`src/rtl/td4_pkg.sv`:
```
// Shared definitions for the TD4 program loader: width defaults and FSM state codes.
`timescale 1ns/1ps
package td4_pkg;

  localparam int DATA_W_DEF = 8;
  localparam int ADDR_W_DEF = 4;

  typedef logic [1:0] state_t;

  localparam state_t ST_IDLE = 2'd0;
  localparam state_t ST_LOAD = 2'd1;
  localparam state_t ST_FILL = 2'd2;
  localparam state_t ST_RUN  = 2'd3;

  // IDLE and LOAD are the only states that take words from the load stream.
  function automatic logic accepts_words(input state_t s);
    return (s == ST_IDLE) || (s == ST_LOAD);
  endfunction

endpackage

```
`src/rtl/prog_mem.sv`:
```
// Program store for the TD4 CPU: synchronous write port, asynchronous read port.
`timescale 1ns/1ps
module prog_mem
  import td4_pkg::*;
#(
  parameter int DATA_W = DATA_W_DEF,
  parameter int ADDR_W = ADDR_W_DEF
) (
  input  logic              clk,
  input  logic              we,
  input  logic [ADDR_W-1:0] waddr,
  input  logic [DATA_W-1:0] wdata,
  input  logic [ADDR_W-1:0] raddr,
  output logic [DATA_W-1:0] rdata
);

  logic [DATA_W-1:0] mem [2**ADDR_W];

  // NOTE: the array has no reset on purpose; a reset must leave the last program intact.
  always_ff @(posedge clk) begin
    if (we) mem[waddr] <= wdata;
  end

  assign rdata = mem[raddr];

endmodule

```
`src/rtl/prog_loader.sv`:
```
// Streams a program into prog_mem, zero-fills the unused tail, then releases the CPU.
`timescale 1ns/1ps
module prog_loader
  import td4_pkg::*;
#(
  parameter int DATA_W = DATA_W_DEF,
  parameter int ADDR_W = ADDR_W_DEF
) (
  input  logic              clk,
  input  logic              reset,
  input  logic              ld_valid,
  output logic              ld_ready,
  input  logic [DATA_W-1:0] ld_data,
  input  logic              ld_last,
  input  logic              reload,
  input  logic [ADDR_W-1:0] address,
  output logic [DATA_W-1:0] instr,
  output logic              cpu_n_reset,
  output logic [ADDR_W:0]   prog_len,
  output logic              running
);

  state_t            state;
  state_t            next_state;
  logic [ADDR_W-1:0] wptr;
  logic              beat;
  logic              fill_cyc;
  logic              wptr_last;
  logic              do_reload;
  logic              mem_we;
  logic [DATA_W-1:0] mem_wdata;
  logic [DATA_W-1:0] mem_rdata;

  assign ld_ready  = accepts_words(state);
  assign beat      = ld_valid & ld_ready;
  assign fill_cyc  = (state == ST_FILL);
  assign wptr_last = (wptr == {ADDR_W{1'b1}});
  assign do_reload = (state == ST_RUN) & reload;

  // NOTE: every branch starts from next_state = state, so no path leaves it unassigned (no latch).
  always_comb begin
    next_state = state;
    case (state)
      ST_IDLE, ST_LOAD: begin
        if (beat) begin
          if (wptr_last)    next_state = ST_RUN;
          else if (ld_last) next_state = ST_FILL;
          else              next_state = ST_LOAD;
        end
      end
      ST_FILL: if (wptr_last) next_state = ST_RUN;
      ST_RUN:  if (reload)    next_state = ST_IDLE;
      default:                next_state = ST_IDLE;
    endcase
  end

  // NOTE: all state here updates with <= so every register samples pre-edge values together.
  always_ff @(posedge clk) begin
    if (reset) begin
      state       <= ST_IDLE;
      wptr        <= '0;
      prog_len    <= '0;
      cpu_n_reset <= 1'b0;
      running     <= 1'b0;
    end else begin
      state       <= next_state;
      // Both flags follow the next state so they are high exactly while state is RUN.
      cpu_n_reset <= (next_state == ST_RUN);
      running     <= (next_state == ST_RUN);
      if (do_reload) begin
        wptr     <= '0;
        prog_len <= '0;
      end else begin
        if (beat || fill_cyc) wptr     <= wptr + 1'b1;
        if (beat)             prog_len <= prog_len + 1'b1;
      end
    end
  end

  // Reset blocks writes so an abandoned sequence cannot touch memory on the reset edge.
  assign mem_we    = ~reset & (beat | fill_cyc);
  assign mem_wdata = beat ? ld_data : '0;

  prog_mem #(
    .DATA_W(DATA_W),
    .ADDR_W(ADDR_W)
  ) u_mem (
    .clk  (clk),
    .we   (mem_we),
    .waddr(wptr),
    .wdata(mem_wdata),
    .raddr(address),
    .rdata(mem_rdata)
  );

  assign instr = (state == ST_RUN) ? mem_rdata : '0;

endmodule

```
`config.mk`:
```
export PLATFORM = sky130hd
export DESIGN_NAME = prog_loader
export DESIGN_NICKNAME = d
export VERILOG_FILES = /design/src/rtl/td4_pkg.sv /design/src/rtl/prog_mem.sv /design/src/rtl/prog_loader.sv
export SDC_FILE = /design/constraint.sdc
export NUM_CORES = 1
export LEC_CHECK = 0
export CORE_MARGIN = 2
export CORE_UTILIZATION = 25
export CTS_CLUSTER_DIAMETER = 60
export DETAILED_ROUTE_END_ITERATION = 7
export PLACE_DENSITY = 0.38
export SYNTH_ARGS = -nofsm -noshare
export SYNTH_HDL_FRONTEND = slang
export SYNTH_SLANG_ARGS = --single-unit
export TNS_END_PERCENT = 50
```
`constraint.sdc`:
```
create_clock -name clk -period 2.1 [get_ports clk]
set_input_delay 0.315 -clock clk [delete_from_list [all_inputs] [get_ports clk]]
set_output_delay 0.315 -clock clk [all_outputs]
set_load 0.1 [all_outputs]
```
# After elaboration in Yosys (flattened, before gate mapping)
# Memory sizes are Yosys's and may differ from the RTL's.
# Index checks and enable logic that the tools add are counted.
[totals] register_bits=12 ram_bits=128 out_inout_bits=16 memories=1
[classes] add_sub_neg=2 eq_ne=5 muxes=10 n_bitwise=5 n_reduce_logical=5
[memory_table] name="u_mem.mem" words=16 word_bits=8 read_ports=1 rd_clocked_by_memory_dff=0 write_ports=1 line_no="prog_mem.sv:17" text="logic [DATA_W-1:0] mem [2**ADDR_W];"
[op_table] cell="2-to-1 mux 8 bit" count=2
[op_table] cell="2-to-1 mux 2 bit" count=5
[op_table] cell="equality test 2 bit, second input constant" count=3
[op_table] cell="one-hot mux 2 bit (3 select lines)" count=1
[op_table] cell="adder 5 x 1 -> 5 bit, second input constant" count=1
[op_table] cell="adder 4 x 1 -> 4 bit, second input constant" count=1
[op_table] cell="equality test 4 bit, second input constant" count=1
[op_table] cell="OR reduction 2 bit" count=2
[op_table] cell="AND 1 bit" count=3
[op_table] cell="equality test 2 x 1 -> 1 bit, second input constant" count=1
[op_table] cell="logical NOT 2 bit" count=1
[op_table] cell="logical OR 1 bit" count=2
[op_table] cell="2-to-1 mux 1 bit" count=2
[op_table] cell="inverter 1 bit" count=1
[op_table] cell="OR 1 bit" count=1

# Depth between registers and ports, before layout
[logic_depth] depth_word=7 depth_mapped=7 ltp_nobuf=5

# Hierarchy
# Synthesis repeated with hierarchy kept, for this count alone.
[unflattened] cells_unflattened=299 area_unflattened_um2=5645.4
[by_module_without_submodules] module="prog_mem" instances=1 cells_per_inst=221 area_each_um2=4987.3
[by_module_without_submodules] module="prog_loader" instances=1 cells_per_inst=78 area_each_um2=658.1

# Worst setup path before layout
# No wires, ideal clock.
[synth_timing] path_kind="in2out" start="input port address[2]" end="output port instr[0]" arrival_time_ns=2.578 required_ns=1.785 slack_ns=-0.793 stages=6 n_path_buf=2 path_cell_list="buf_2 -> and2_1 -> clkbuf_1 -> a22oi_1 -> a22oi_1 -> o211ai_1"
[synth_via] elab_chain_len=2
[synth_lines] element="start, declared" line_no="prog_loader.sv:16" text="input logic [ADDR_W-1:0] address,"
[synth_lines] element="memory (16 x 8 bit)"
[synth_lines] element="2-to-1 mux 8 bit" line_no="prog_loader.sv:96" text="assign instr = (state == ST_RUN) ? mem_rdata : '0;"
[synth_lines] element="end, declared" line_no="prog_loader.sv:17" text="output logic [DATA_W-1:0] instr,"
# No other way between the ends.

# Worst setup path in the final report
[layout_timing] start="memory u_mem.mem[7][2] (netlist name)" end="output port instr[2]"
[layout_via] elab_chain_len=2
[layout_lines] element="start, declared" line_no="prog_mem.sv:17"
[layout_lines] element="memory (16 x 8 bit)"
[layout_lines] element="2-to-1 mux 8 bit" line_no="prog_loader.sv:96"
# No other way between the ends.

==> flow_metrics.py <==
metrics = {
    "cts": {
        "tritoncts_num_sinks": 140,
        "worst_skew_pair.late_latency_ps": 420,
        "cts-root-to-sink-buffers": 2,
        "cts_tree": "yes",
        "cts_inserted_buffers": 17,
        "ctsHtreeMaxLevel": 4,
        "clkTransAtPathRegs_ps": 60,
        "clock-root-buffer": "clkbuf_16",
        "hold_buffers_post_cts": 0,
    },
    "synthesis": {
        "async_flop_share": 0,
        "synth_cell_type_count": 34,
        "synthesis.instances": 333,
        "post-synth-top-area-fraction": 0.674,
        "synthFlopType": "edfxtp_1",
        "yosys_register_bits": 140,
        "synth_enable_flop_cells": 128,
        "synth.yosys.warnings": 0,
        "synth.area.top_cells": "edfxtp_1 (67%), mux4_2 (5.9%), dfxtp_1 (4.2%)",
        "netlist_top_cells_count": "edfxtp_1 (128), nor2_1 (25), mux2i_1 (22)",
        "synth_area_leader_cell": "edfxtp_1",
        "fraction_of_the_yosys_area_taken_by_sequential_cells": 0.716,
        "synth.avg_cell_area_um2": 17.1,
        "netlist_area_mm2": 0.00571,
        "synthesized_netlist_net_count": 355,
        "most_common_cell_in_the_netlist": "edfxtp_1",
    },
    "placement": {
        "io_buffers": 32,
        "dp_hpwl_mm": 10.0,
        "globalplace.congestion": 0.753,
        "dp_worst_setup_slack_ps": -423,
    },
    "global_route": {
        "overflow": 0,
        "grt_max_degree": 19,
        "antenna_violations_before_repair": 0,
        "first_pass_grt_wire_length_mm": 22.5,
        "grt_pass1_vias": 3479,
        "grt_util_all_layers": 0.131,
    },
    "floorplan": {
        "die_y_um": 155,
        "io_pins": 33,
        "die_width_um": 155,
        "core_area_mm2": 0.0225,
        "std_cell_rows": 55,
        "dieArea_mm2": 0.0240,
        "floorplan.initialDensity": 0.254,
    },
    "worst_setup_path": {
        "timing.critical_path.from_type": "flip-flop",
        "worst-path-max-fanout": 1,
        "path_class": "flip-flop to output pin",
        "worst_ep_arrival_time_ps": 1900,
        "timing.critical_path.to_type": "output pin",
        "critPathSlowestCell": "mux4_2",
        "crit_path_cell_trace": "mux4_2 > a22oi_2 > o211ai_1 > clkbuf_16",
        "worst_r2r_path_depth": 6,
        "cp-startpoint": "u_mem.mem[7][2]",
        "worstReg2RegStart": "state[1]",
        "critical-path-max-stage-delay_ps": 540,
        "critical_path_required_ps": 1780,
    },
    "worst_hold_path": {
        "hold_path_depth": 2,
        "hold_path.class": "input pin to flip-flop",
        "hold_path.startpoint": "reset",
    },
    "timing": {
        "setup_viol": 7,
        "clock-skew-final_ps": 6.82,
        "timing_worst_slew_pin_value_ps": 431,
        "layout_min_cycle_time_ps": 2220,
        "grt_setup_unrepaired": "yes",
        "timing.final.max_slew_violations": 0,
        "post-route-period-util": 1.06,
        "maxSlewHeadroom": 0.705,
        "fmax_mhz": 451,
        "total_count_of_hold_check_failures_in_the_final_report": 0,
        "timing.final.ws_setup_ps": -119,
        "finalHoldWorstSlack_ps": 500,
        "final.setup.tns_ps": -385,
    },
    "status": {
        "failed_checks": "setup timing",
        "run_status": "complete, but fails checks",
    },
    "power_and_ir_drop": {
        "worst_vdd_drop_v": 0.000531,
        "total_leakage_power_nw": 2.64,
        "power_density_normalized_to_cell_area_mw_per_mm2": 923,
    },
    "finish": {
        "antenna_diode_count": 0,
        "multi_input_comb_area_mm2": 0.00159,
        "layout.area.seq_mm2": 0.00409,
        "drive_above_1_share": 0.349,
        "nNetsFinal": 450,
        "area_growth_pct": 34.7,
        "fill_count": 2140,
    },
    "route": {
        "drt-wirelength-per-cell_um": 20.3,
        "drt-vias-per-instance": 4.45,
        "drt_iter0_markers": 184,
        "drt_drc_violations_left": 0,
        "detailedRoute.firstPassIterationCount": 4,
        "num_vias": 3233,
        "ant_nets": 0,
        "routed_wirelength_mm": 14.8,
    },
    "flow_run": {
        "drv.max_cap_violation_count": 0,
    },
}
registers in the layout, indices dropped and copies added (netlist names):
signal / flops
state: 2
u_mem.mem: 128
prog_len: 5
wptr: 4
running: 1
kinds of logic after synthesis:
logic type | share of synthesized area
muxes | 0.125
adders and majority gates | 0.0110
AOI/OAI and AO/OA | 0.0447
DFF | 0.716
xor gates and xnor gates | 0.0107
buffers and inverters | 0.0270
and+or+nand+nor | 0.0653
what timing repair did:
action,4_1_cts,5_1_grt
cloned,2,0
pin swaps,11,3
setup endpoints to repair,8,8
gates resized for setup,30,5
buffers inserted,0,0
worst max-delay path, delay by kind of cell (launching register included):
kind	cells	cell delay [ps]
AO/OA/AOI/OAI	2	340
buffers and inverters	1	250
flip-flops	1	360
multiplexers	1	540
placed cells by master, fill, tap and decap left out, drive strengths merged, types with 6 or more instances in the layout:
cell and n:
buf 75, nor2 25, and2 9, edfxtp 128
nand3 11, bufinv 6, o211ai 7, clkbuf 19
mux2i 22, mux4 21, inv 6, nand2 18
clkdlybuf4s50 12, a22oi 16, dfxtp 12
worst paths after layout:
kind / to / slack [ps]
setup / recovery: instr[2] / -120
hold / removal: state[1] / 500
setup reg to reg: u_mem.mem[1][1] / 370
hold reg to reg: wptr[1] / 520
where the power goes:
group	switching, mW	total (mW)	internal [mW]
combinational	0.337	0.574	0.237
clock	1.18	3.41	2.23
sequential	0.0231	3.11	3.09
total	1.54	7.09	5.55
routing by layer:
layer	vias to the layer above	routed length (um)	global-route usage
met5	-	0	0
met4	0	396	0.0560
met3	27	537	0.0298
met2	58	6860	0.204
met1	1644	6960	0.177
li1	1504	-	-
cell type report:
class | count | area share
Sequential cell | 140 | 0.532
Multi-Input combinational cell | 170 | 0.206
Timing Repair Buffer | 94 | 0.125
Clock buffer | 17 | 0.0554
Tap cell | 285 | 0.0464
Clock inverter | 15 | 0.0319
Inverter | 5 | 0.00244
per-stage QoR:
| stage | util | area, um2 | instances | total power [mW] |
|---|---|---|---|---|
| after floorplan | - | 5770 | 333 | 3.49 |
| after global placement | 0.305 | 6870 | 696 | 3.72 |
| after detailed placement | 0.305 | 6870 | 696 | 3.72 |
| after CTS | 0.341 | 7660 | 726 | 7.15 |
| after global routing | 0.341 | 7680 | 726 | 7.30 |
| final | 0.341 | 7680 | 726 | 7.09 |
Power figures use the tool's default switching activity.
